[src/rtl/router_sched.sv]
// Round-robin burst scheduler: moves up to MAX_BURST words from one granted
// first-word-fall-through source into a shared destination FIFO.
module router_sched #(
    parameter int WIDTH     = 64,
    parameter int NUM_SRC   = 2,
    parameter int MAX_BURST = 4
) (
    input  logic                     clk,
    input  logic                     reset,
    input  logic                     en,
    input  logic [NUM_SRC-1:0]       src_empty,
    input  logic [NUM_SRC*WIDTH-1:0] src_data,
    output logic [NUM_SRC-1:0]       src_pop,
    input  logic                     dst_full,
    input  logic                     dst_afull,
    output logic                     dst_push,
    output logic [WIDTH-1:0]         dst_data,
    output logic [NUM_SRC-1:0]       gnt,
    output logic                     busy,
    output logic [15:0]              xfer_cnt
);
    localparam int IW = (NUM_SRC > 1) ? $clog2(NUM_SRC) : 1;
    localparam int BW = $clog2(MAX_BURST + 1);

    typedef enum logic {IDLE, XFER} state_t;

    state_t        state, state_nxt;
    logic [IW-1:0] cur, last, sel, cand;
    logic [BW-1:0] burst_cnt;
    logic          any_req, ok, last_word;

    // Walk from last+NUM_SRC down to last+1 so the nearest source after last wins.
    always_comb begin
        sel     = last;
        cand    = last;
        any_req = 1'b0;
        for (int k = NUM_SRC; k >= 1; k--) begin
            cand = IW'((int'(last) + k) % NUM_SRC);
            if (!src_empty[cand]) begin
                sel     = cand;
                any_req = 1'b1;
            end
        end
    end

    // At most one word in flight when the destination is one slot from full.
    assign ok = reset && (state == XFER) && !src_empty[cur] && !dst_full &&
                (!dst_afull || !dst_push);
    assign last_word = (burst_cnt == BW'(MAX_BURST - 1));
    assign busy      = (state == XFER) || dst_push;

    always_ff @(posedge clk) begin
        if (!reset) state <= IDLE;
        else        state <= state_nxt;
    end

    always_comb begin
        state_nxt = state;
        case (state)
            IDLE:    if (en && any_req) state_nxt = XFER;
            XFER:    if (src_empty[cur] || (ok && last_word)) state_nxt = IDLE;
            default: state_nxt = IDLE;
        endcase
    end

    always_comb begin
        src_pop      = '0;
        src_pop[cur] = ok;
    end

    always_ff @(posedge clk) begin
        if (!reset) begin
            gnt       <= '0;
            cur       <= '0;
            last      <= IW'(NUM_SRC - 1);
            burst_cnt <= '0;
            dst_push  <= 1'b0;
            dst_data  <= '0;
            xfer_cnt  <= '0;
        end else begin
            dst_push <= ok;
            if (ok) begin
                dst_data  <= src_data[cur*WIDTH +: WIDTH];
                burst_cnt <= burst_cnt + 1'b1;
            end
            if (dst_push) xfer_cnt <= xfer_cnt + 16'd1;
            if (state == IDLE && state_nxt == XFER) begin
                cur       <= sel;
                gnt       <= NUM_SRC'(1) << sel;
                burst_cnt <= '0;
            end else if (state == XFER && state_nxt == IDLE) begin
                last <= cur;
                gnt  <= '0;
            end
        end
    end
endmodule

[config.mk]
export PLATFORM = sky130hd
export DESIGN_NAME = router_sched
export DESIGN_NICKNAME = d
export VERILOG_FILES = /design/src/rtl/router_sched.sv
export SDC_FILE = /design/constraint.sdc
export NUM_CORES = 1
export LEC_CHECK = 0
export BUFFER_PORTS_ARGS = -buffer_cell sky130_fd_sc_hd__buf_2
export CAP_MARGIN = 20
export CORE_ASPECT_RATIO = 0.6
export CORE_MARGIN = 4
export CORE_UTILIZATION = 30
export DETAILED_ROUTE_END_ITERATION = 8
export MAX_ROUTING_LAYER = met4
export SLEW_MARGIN = 20
export SYNTH_ARGS = -nofsm -noshare
export SYNTH_HDL_FRONTEND = slang
export SYNTH_SLANG_ARGS = --single-unit
[constraint.sdc]
create_clock -name clk -period 4.2 [get_ports clk]
set_clock_uncertainty 0.2 [all_clocks]
set_input_delay 0.63 -clock clk [delete_from_list [all_inputs] [get_ports clk]]
set_output_delay 0.63 -clock clk [all_outputs]
set_load 0.05 [all_outputs]
==> results of run 1 <==
==> flip-flops by register name, summed over array words and instances, names as in the netlist <==
signal,flops
cur,1
xfer_cnt,16
last,1
state,1
dst_push,1
burst_cnt,3
gnt,2
dst_data,64
==> final cells by class <==
| type | instances | area [um^2] |
|---|---|---|
| well taps | 170 | 212.7 |
| multi-input cells | 285 | 1964 |
| clock buffers | 11 | 252.7 |
| flip-flops and latches | 89 | 1785 |
| clock inverters | 5 | 61.31 |
| inverters | 7 | 26.28 |
| repair buffers | 223 | 1124 |
| fillers | 1264 | 7426 |
==> per-layer routing <==
| metal | vias up | share of wire |
|---|---|---|
| met1 | 1597 | 0.47 |
| li1 | 1883 | - |
| met2 | 140 | 0.43 |
| met3 | 10 | 0.088 |
| met4 | 0 | 0.011 |
| met5 | - | 0 |
==> stage by stage <==
step / worst slack [ns] / std cells / hold WS (ns)
CTS: 0.9714 / 790 / 0.2953
finish: 1.050 / 790 / 0.2892
floorplan: 1.650 / 414 / 0.2589
detailed placement: 1.159 / 774 / 0.2840
global route: 0.8548 / 790 / 0.2989
global placement: 1.305 / 774 / 0.2822
==> power by group <==
part | leakage [nW] | switching (mW) | internal (mW)
logic | 1.50 | 0.153 | 0.113
registers | 0.720 | 0.0213 | 0.862
clock network | 0.157 | 0.336 | 0.498
==> cells in the mapped netlist <==
cell type and n:
o31ai_1 2, o21a_1 2, o2111ai_1 1, or4_1 2, nor2b_1 1, and4_1 3
or2_1 1, o21ai_1 1, or3_1 1, nor3b_1 1, nor2_1 82, buf_6 2
nand2b_1 2, clkbuf_1 10, and3_1 3, buf_1 1, nand3_1 3, and2_1 2
inv_2 2, xnor2_1 5, buf_2 20, nor3_1 1, nand3_4 1, dfxtp_1 89
xor2_1 7, a2111oi_0 1, a21oi_1 5, nor4_1 1, nand2_1 13, a21o_1 1
a211oi_1 65, nand4_1 5, mux2i_1 69, ha_1 4, inv_1 5
==> worst paths after layout <==
check / startpoint / endpoint / slack, ns / cells past startpoint
worst min register to register: xfer_cnt[15] / xfer_cnt[15] / 0.29 / 2
worst max register to register: cur / dst_data[6] / 1.22 / 5
worst min-delay path: xfer_cnt[15] / xfer_cnt[15] / 0.29 / 2
worst max-delay path: cur / src_pop[0] / 1.05 / 4
==> kinds of logic after synthesis <==
logic type / count (synthesis) / synth area share
fa+ha+maj: 4 / 0.01272
buf+inv: 40 / 0.04835
mux: 69 / 0.1756
flops: 89 / 0.4529
xor+xnor: 12 / 0.02672
compound gates: 78 / 0.1457
simple gates: 122 / 0.1380
==> tightest hold or removal path: stages (launching register included) <==
cell and delay, ns:
dfxtp_1 0.33, nand2_1 0.06, mux2i_1 0.05
==> results by group, run 1 <==
Final layout
  – Final instance area: 5426 um^2
  – Area Growth Syn to Fin: 37.95%
  – Share of layout cells above drive strength 1: 0.3935
  – Antenna cell count: 0
  – Commonest non-fill, non-tap cell in the layout: buf_2
  – Final #Nets: 754
  – Final Util: 0.4222
  – Most frequent cells in the layout: buf_2, dfxtp_1, nor2_1, mux2i_1, a211oi_1

Logic synthesis
  – Syn_nets: 553
  – Synth Warn #: 0
  – Cells after Synth: 414
  – Area contributors post-synth: dfxtp_1, mux2i_1, a211oi_1
  – Synth Area per Inst: 9.502 um^2
  – Top cell type's share of synthesized area: 0.4529
  – Yosys top cell by area: dfxtp_1
  – Post-synthesis register bit count: 89
  – Seq/Total Area, Yosys: 0.4529
  – Post-Syn Area: 3934 um^2
  – Yosys cell types: 35

Place
  – Final HPWL DP: 8046 um
  – Port bufs: 220
  – Area after DPL: 5112 um^2
  – Final Wtd Congestion: 0.8464

Routing
  – Drt first pass iters: 4
  – DRC violations left: 0
  – Antenna Violating Nets Remaining: 0
  – Wire per inst: 13.51 um
  – WL final: 10670 um
  – Avg Vias per Cell: 4.595
  – Drt first-iter violations: 99
  – Vias: 3630

Timing
  – Period minus WS final: 3.150 ns
  – Tcrit/Tclk final: 0.7500
  – Max Slew Vio Count: 0
  – Final count of negative-setup-slack endpoints: 0
  – RSZ-0062 raised after global routing: no
  – Max Clock Freq: 317.4 MHz
  – Final hold vios: 0
  – Slew HR: 0.3554
  – Worst-Margin Slew: 0.9669 ns
  – Post-Route Setup TNS: 0 ns

Power
  – Pwr Total: 1.984 mW
  – Leakage: 2.374 nW
  – PwrDens: 365.5 nW/um^2
  – Peak VDD IR: 0.1671 mV

Clocking
  – CTS tree: built
  – H-tree level count: 3
  – CTS Buf Count: 9
  – Clock Tree Buf Depth: 2
  – Reg clk slew, reported paths: 0.06 ns
  – Worst skew pair latency: 0.33 ns
  – Clk sink count: 89
  – # hold bufs at CTS: 0
  – Root buf cell: clkbuf_16
  – Post-CTS sizing: 0
  – Total setup buffers inserted after CTS: 0

Worst setup path
  – Startpoint types: flop
  – CP Data Required Time: 3.37 ns
  – Peak per-stage delay on the critical path: 0.66 ns
  – Critical Path AT: 2.32 ns
  – Max Fanout on Critical Path: 55
  – Crit end category: output port
  – Critical path class: flop to output port
  – Slowest cell on crit path: dfxtp_4
  – Crit path max-delay family: simple AND/OR/NAND/NOR gates
  – Critical path buffer and inverter count: 1
  – Worst-path cell chain: mux2i_1 > and4_4 > and2_1 > buf_2

Global routing
  – Number of global-route vias before repair: 3492
  – Met3 Use GR: 0.04470
  – Met2 Track Usage GR: 0.2097
  – Met1 Usage GRT: 0.1874
  – GR peak layer: met2
  – Gr usage total: 0.1414
  – First-pass GRT wire length: 17220 um
  – Grt ovf: 0
  – Largest net degree at the start of global routing: 82
  – Initial antenna violation count: 0

Die
  – Starting Density: 0.3061
  – Core ar.: 12850 um^2
  – FP Rows: 32
  – Die width: 155.8 um
  – Vert. Die Dim: 96.70 um
  – Die area: 15070 um^2
  – Ports: 221

Job
  – Max-cap check violation count: 0

Run status
  – Status: finished clean

Hold path
  – Hold crit path type: flop to flop
Power figures use the tool's default switching activity.
==> run 2, diff against run 1 <==
Clock period 4.2 ns to 2.93 ns, I/O delays scaled along.
==> run 2 against run 1 <==
Cell area is 0.44% higher. Utilization grew 0.18 points. Clock power up 39%. Global-route usage rose by 0.91 points. Combinational power is 47% higher. Non-clock buffer count grew 3. Final cell count is 0.38% higher. Die area stayed put. Power is 42% higher. Critical path type unchanged. Largest power group unchanged.
==> results by group, run 2 (synthesized netlist as in run 1, its figures left out) <==
Final layout
  – Share of layout cells above drive strength 1: 0.3965
  – Area Growth Syn to Fin: 38.55%
  – Filler cells: 1282
  – Fin cells: 793
  – Top reg by flops: dst_data
  – Final #Nets: 757
  – Antenna cell count: 0
  – Number of flip-flops in the largest register: 64
  – Commonest non-fill, non-tap cell in the layout: buf_2
  – Most frequent cells in the layout: buf_2, dfxtp_1, nor2_1, mux2i_1, a211oi_1
  – Biggest registers after layout: dst_data x64, xfer_cnt x16, burst_cnt x3

Place
  – Dpl ws: 0.6508 ns
  – Final Wtd Congestion: 0.9116
  – Final HPWL DP: 8686 um
  – Port bufs: 220
  – Dpl cells: 777

Power
  – Pwr Total: 2.819 mW
  – Flop pwr share: 0.448
  – PwrDens: 517.2 nW/um^2
  – Clock group share of total power: 0.413
  – Peak VDD IR: 0.2315 mV
  – Switch Pwr: 730.7 uW
  – Leakage: 2.392 nW
  – Switch share: 0.2592
  – Logic pwr share: 0.139
  – Internal cell power: 2.088 mW

Clocking
  – Post-CTS sizing: 0
  – Reg clk slew, reported paths: 0.06 ns
  – CTS tree: built
  – Clock Tree Buf Depth: 2
  – # hold bufs at CTS: 0
  – H-tree level count: 3
  – Worst skew pair latency: 0.33 ns
  – Clk sink count: 89
  – Root buf cell: clkbuf_16
  – Total setup buffers inserted after CTS: 0
  – CTS Buf Count: 9

Die
  – Die area: 15070 um^2
  – Ports: 221
  – Core ar.: 12850 um^2
  – Die width: 155.8 um
  – Starting Density: 0.3061
  – Vert. Die Dim: 96.70 um
  – FP Rows: 32

Worst setup path
  – Crit path depth: 4
  – Worst reg-to-reg setup slack: 0.62 ns
  – Crit path max-delay family: flip-flops
  – Peak per-stage delay on the critical path: 0.60 ns
  – Critical path class: flop to output port
  – Startpoint types: flop
  – CP Data Required Time: 2.29 ns
  – Crit end category: output port
  – Slowest cell on crit path: dfxtp_4
  – Critical path buffer and inverter count: 1
  – Worst-path cell chain: mux2i_1 > and4_4 > and2_1 > buf_2
  – Critical Path AT: 1.91 ns
  – Max Fanout on Critical Path: 23
  – Worst reg2reg path depth: 7

Global routing
  – Initial antenna violation count: 0
  – Met2 Track Usage GR: 0.2402
  – Met1 Usage GRT: 0.1851
  – Largest net degree at the start of global routing: 63
  – GR peak layer: met2
  – Number of global-route vias before repair: 3620
  – Met3 Use GR: 0.05096
  – Grt ovf: 0
  – First-pass GRT wire length: 18220 um
  – Gr usage total: 0.1505

Hold path
  – Hold crit path type: input port to flop
  – Hold Path Stages: 2

Routing
  – Drt first-iter violations: 110
  – Avg Vias per Cell: 4.748
  – DRC violations left: 0
  – WL final: 11270 um
  – Drt first pass iters: 4
  – Wire per inst: 14.21 um
  – Antenna Violating Nets Remaining: 0
  – Vias: 3765

Timing
  – Max Clock Freq: 392.1 MHz
  – Period minus WS final: 2.550 ns
  – RSZ-0062 raised after global routing: no
  – PnR worst setup slack: 0.3798 ns
  – Max Slew Vio Count: 0
  – Post-Route Setup TNS: 0 ns
  – Minimum hold slack: 0.1481 ns
  – Final count of negative-setup-slack endpoints: 0
  – Final hold vios: 0
  – Worst-Margin Slew: 0.4995 ns
  – Tcrit/Tclk final: 0.8704
  – Slew HR: 0.6670

Job
  – Max-cap check violation count: 0

Run status
  – Status: finished clean
-- run 2: final cells by class --
cell class	instances	area, um^2	area share
Clock buffer	10	239.0	0.04385
Clock inverter	6	63.81	0.01171
Inverter	7	26.28	0.004821
Multi-Input combinational cell	285	1964	0.3604
Sequential cell	89	1785	0.3276
Tap cell	170	212.7	0.03903
Timing Repair Buffer	226	1159	0.2126
-- run 2: worst paths after layout --
| path | startpoint | endpoint |
|---|---|---|
| worst min register to register | dst_data[56] | dst_data[56] |
| worst min-delay path | reset | last |
| worst max-delay path | cur | src_pop[1] |
| worst max register to register | cur | gnt[1] |
-- run 2: per-stage QoR --
stage	area (um^2)	util
after floorplan	3934	-
after global placement	5147	0.4005
after detailed placement	5147	0.4005
after CTS	5450	0.4241
after global routing	5450	0.4241
final	5450	0.4241
-- run 2: power groups by stage --
stage | Combinational (mW) | Sequential [mW] | Clock (mW)
2_1_floorplan | 0.181 | 1.35 | 0
3_3_place_gp | 0.385 | 1.29 | 0
3_5_place_dp | 0.395 | 1.29 | 0
4_1_cts | 0.396 | 1.26 | 1.22
5_1_grt | 0.427 | 1.27 | 1.27
6_report | 0.392 | 1.26 | 1.16
-- run 2: layer usage --
metal	routed length, um	up-vias	share of wire
met5	0	-	0
met4	91	0	0.0081
met2	5102	155	0.45
met1	5066	1698	0.45
met3	1008	7	0.089
li1	-	1905	-
==> run 3, diff against run 2 <==
Settings changed: ABC_AREA from default to 1, CORE_UTILIZATION 30 to 40, PLACE_DENSITY from default to 0.72.
Clock period 2.93 ns to 2.4 ns, I/O delays scaled along.
==> run 3 against run 2 <==
Critical path depth up 1. Sequential power increased by 21%. Utilization increased by 15 points. First-iteration DRC count increased by 140%. Sequential share of layout area fell by 1.6 points. Clock-buffer cell count up 2. Combinational power is 29% higher. Synthesized area is 6.7% higher. Power grew 25%. Clock power increased by 28%. Register-to-register slack lost 0.14 ns. Cell area is 5.1% higher. Critical path type unchanged. Largest cell class unchanged.
==> results by group, run 3 <==
Routing
  – WL final: 12960 um
  – Vias: 4698
  – Drt first-iter violations: 263
  – Antenna Violating Nets Remaining: 0
  – Avg Vias per Cell: 4.760
  – Drt first pass iters: 4
  – DRC violations left: 0
  – Wire per inst: 13.13 um

Die
  – Core ar.: 10050 um^2
  – Die area: 12250 um^2
  – Starting Density: 0.4175
  – FP Rows: 28
  – Ports: 221
  – Die width: 140.3 um
  – Vert. Die Dim: 87.35 um

Logic synthesis
  – Yosys top cell by area: dfxtp_1
  – Top cell type's share of synthesized area: 0.4244
  – Synth Warn #: 0
  – Post-synth top cells: nand2_1, dfxtp_1, a21oi_1
  – Synth Area per Inst: 6.448 um^2
  – Area contributors post-synth: dfxtp_1, nand2_1, a21oi_1
  – Yosys cell types: 22
  – Post-Synth Adder-Cell Area: 0.01192
  – Post-synthesis register bit count: 89
  – Number of synthesized flops with an enable pin: 0
  – Syn_nets: 790
  – Post-Syn Area: 4198 um^2
  – Mux share of post-synthesis cell area: 0
  – Post-synth top flop: dfxtp_1
  – Seq/Total Area, Yosys: 0.4244
  – Dominant cell by count in the synthesized netlist: nand2_1
  – Async SR Flop Fraction: 0
  – Cells after Synth: 651
  – Synth Area in XOR/XNOR: 0.006259
  – Compound-Gate Fraction of Synth Area: 0.1106
  – Post-synthesis simple-gate area fraction: 0.3845
  – Largest family of logic cells by synthesized area: simple AND/OR/NAND/NOR gates

Timing
  – RSZ-0062 raised after global routing: no
  – Tcrit/Tclk final: 0.9224
  – Final hold vios: 0
  – Worst-Margin Slew: 0.7766 ns
  – PnR worst setup slack: 0.1862 ns
  – Period minus WS final: 2.214 ns
  – Max Clock Freq: 451.7 MHz
  – Max Slew Vio Count: 0
  – Final count of negative-setup-slack endpoints: 0
  – Slew HR: 0.4823

Final layout
  – Biggest registers after layout: dst_data x64, xfer_cnt x16, burst_cnt x3
  – Number of flip-flops in the largest register: 64
  – Final Util: 0.5699
  – Commonest non-fill, non-tap cell in the layout: nand2_1
  – Final #Nets: 986
  – Top reg by flops: dst_data
  – Share of layout cells above drive strength 1: 0.2934
  – Antenna cell count: 0
  – Area Growth Syn to Fin: 36.51%
  – Most frequent cells in the layout: nand2_1, buf_2, dfxtp_1, a21oi_1, nand3_1

Clocking
  – CTS Buf Count: 9
  – Reg clk slew, reported paths: 0.06 ns
  – Worst skew pair latency: 0.32 ns
  – Clk sink count: 89
  – CTS tree: built
  – H-tree level count: 3
  – Total setup buffers inserted after CTS: 0
  – Post-CTS sizing: 0
  – Clock Tree Buf Depth: 2
  – # hold bufs at CTS: 0
  – Root buf cell: clkbuf_16

Power
  – Leakage: 2.895 nW
  – Peak VDD IR: 0.4050 mV
  – PwrDens: 614.6 nW/um^2
  – Pwr Total: 3.522 mW

Global routing
  – Largest net degree at the start of global routing: 72
  – Number of global-route vias before repair: 4225
  – Grt ovf: 0
  – Initial antenna violation count: 0
  – Gr usage total: 0.2105
  – First-pass GRT wire length: 20510 um

Hold path
  – Hold crit path type: input port to flop

Worst setup path
  – Max Fanout on Critical Path: 12
  – Critical path class: flop to output port
  – Slowest cell on crit path: dfxtp_2
  – Worst-path cell chain: inv_2 > a21oi_4 > nand2_2 > nor2_1 > buf_2
  – Peak per-stage delay on the critical path: 0.47 ns
  – Crit end category: output port
  – Startpoint types: flop
  – Critical Path AT: 1.65 ns
  – Worst reg-to-reg setup slack: 0.48 ns
  – CP Data Required Time: 1.84 ns

Place
  – Dpl ws: 0.4734 ns
  – Final HPWL DP: 9218 um
  – Port bufs: 220
  – Final Wtd Congestion: 0.9140

Job
  – Max-cap check violation count: 0

Run status
  – Status: finished clean
-- run 3: worst paths after layout --
path                 from      endpoint  cells after the start
max                   cur    src_pop[0]                      5
min          src_data[56]  dst_data[56]                      5
max reg2reg      dst_push        gnt[0]                      8
min reg2reg  dst_data[31]  dst_data[31]                      2
-- run 3: logic make-up (layout without fill, tap and decap cells) --
logic type,count (synthesis),in the layout
AOI/OAI and AO/OA,90,90
xor gates and xnor gates,3,3
adders and majority gates,4,4
buffers and inverters,64,265
DFF,89,89
and+or+nand+nor,401,401
-- run 3: metal layers --
layer,share of wire,up-vias,track usage
met4,0.0034,0,0.04573
met3,0.094,4,0.05979
met1,0.47,2032,0.2770
li1,-,2469,-
met2,0.44,193,0.3247
met5,0,-,-
-- run 3: final cells by class --
cell class / count / area [um^2]
clock inverter: 4 / 76.32
clock buffer: 12 / 246.5
sequential: 89 / 1783
inverter: 20 / 75.07
tap: 135 / 168.9
multi-input combinational: 498 / 2175
fill: 993 / 4324
timing repair buffer: 229 / 1206
-- run 3: metrics by stage --
| step | hold WS [ns] | std cells | setup TNS, ns | cell area (um^2) |
|---|---|---|---|---|
| after detailed placement | 0.2505 | 971 | 0 | 5408 |
| after global placement | 0.2488 | 971 | 0 | 5408 |
| final | 0.1977 | 987 | 0 | 5731 |
| after global routing | 0.2073 | 987 | 0 | 5731 |
| after floorplan | 0.2514 | 651 | -0.1778 | 4198 |
| after CTS | 0.1806 | 987 | 0 | 5731 |
-- run 3: power by group --
group | switching [mW] | internal [mW] | total, mW
Clock | 0.550 | 0.943 | 1.49
Sequential | 0.0191 | 1.50 | 1.52
Combinational | 0.327 | 0.180 | 0.507
Total | 0.896 | 2.63 | 3.52
-- run 3: critical path, delay by kind of cell, from the launching register on --
family / cells / cell delay (ns)
AO/OA/AOI/OAI: 1 / 0.20
buffers and inverters: 2 / 0.42
flip-flops: 1 / 0.47
AND/OR/NAND/NOR: 2 / 0.22
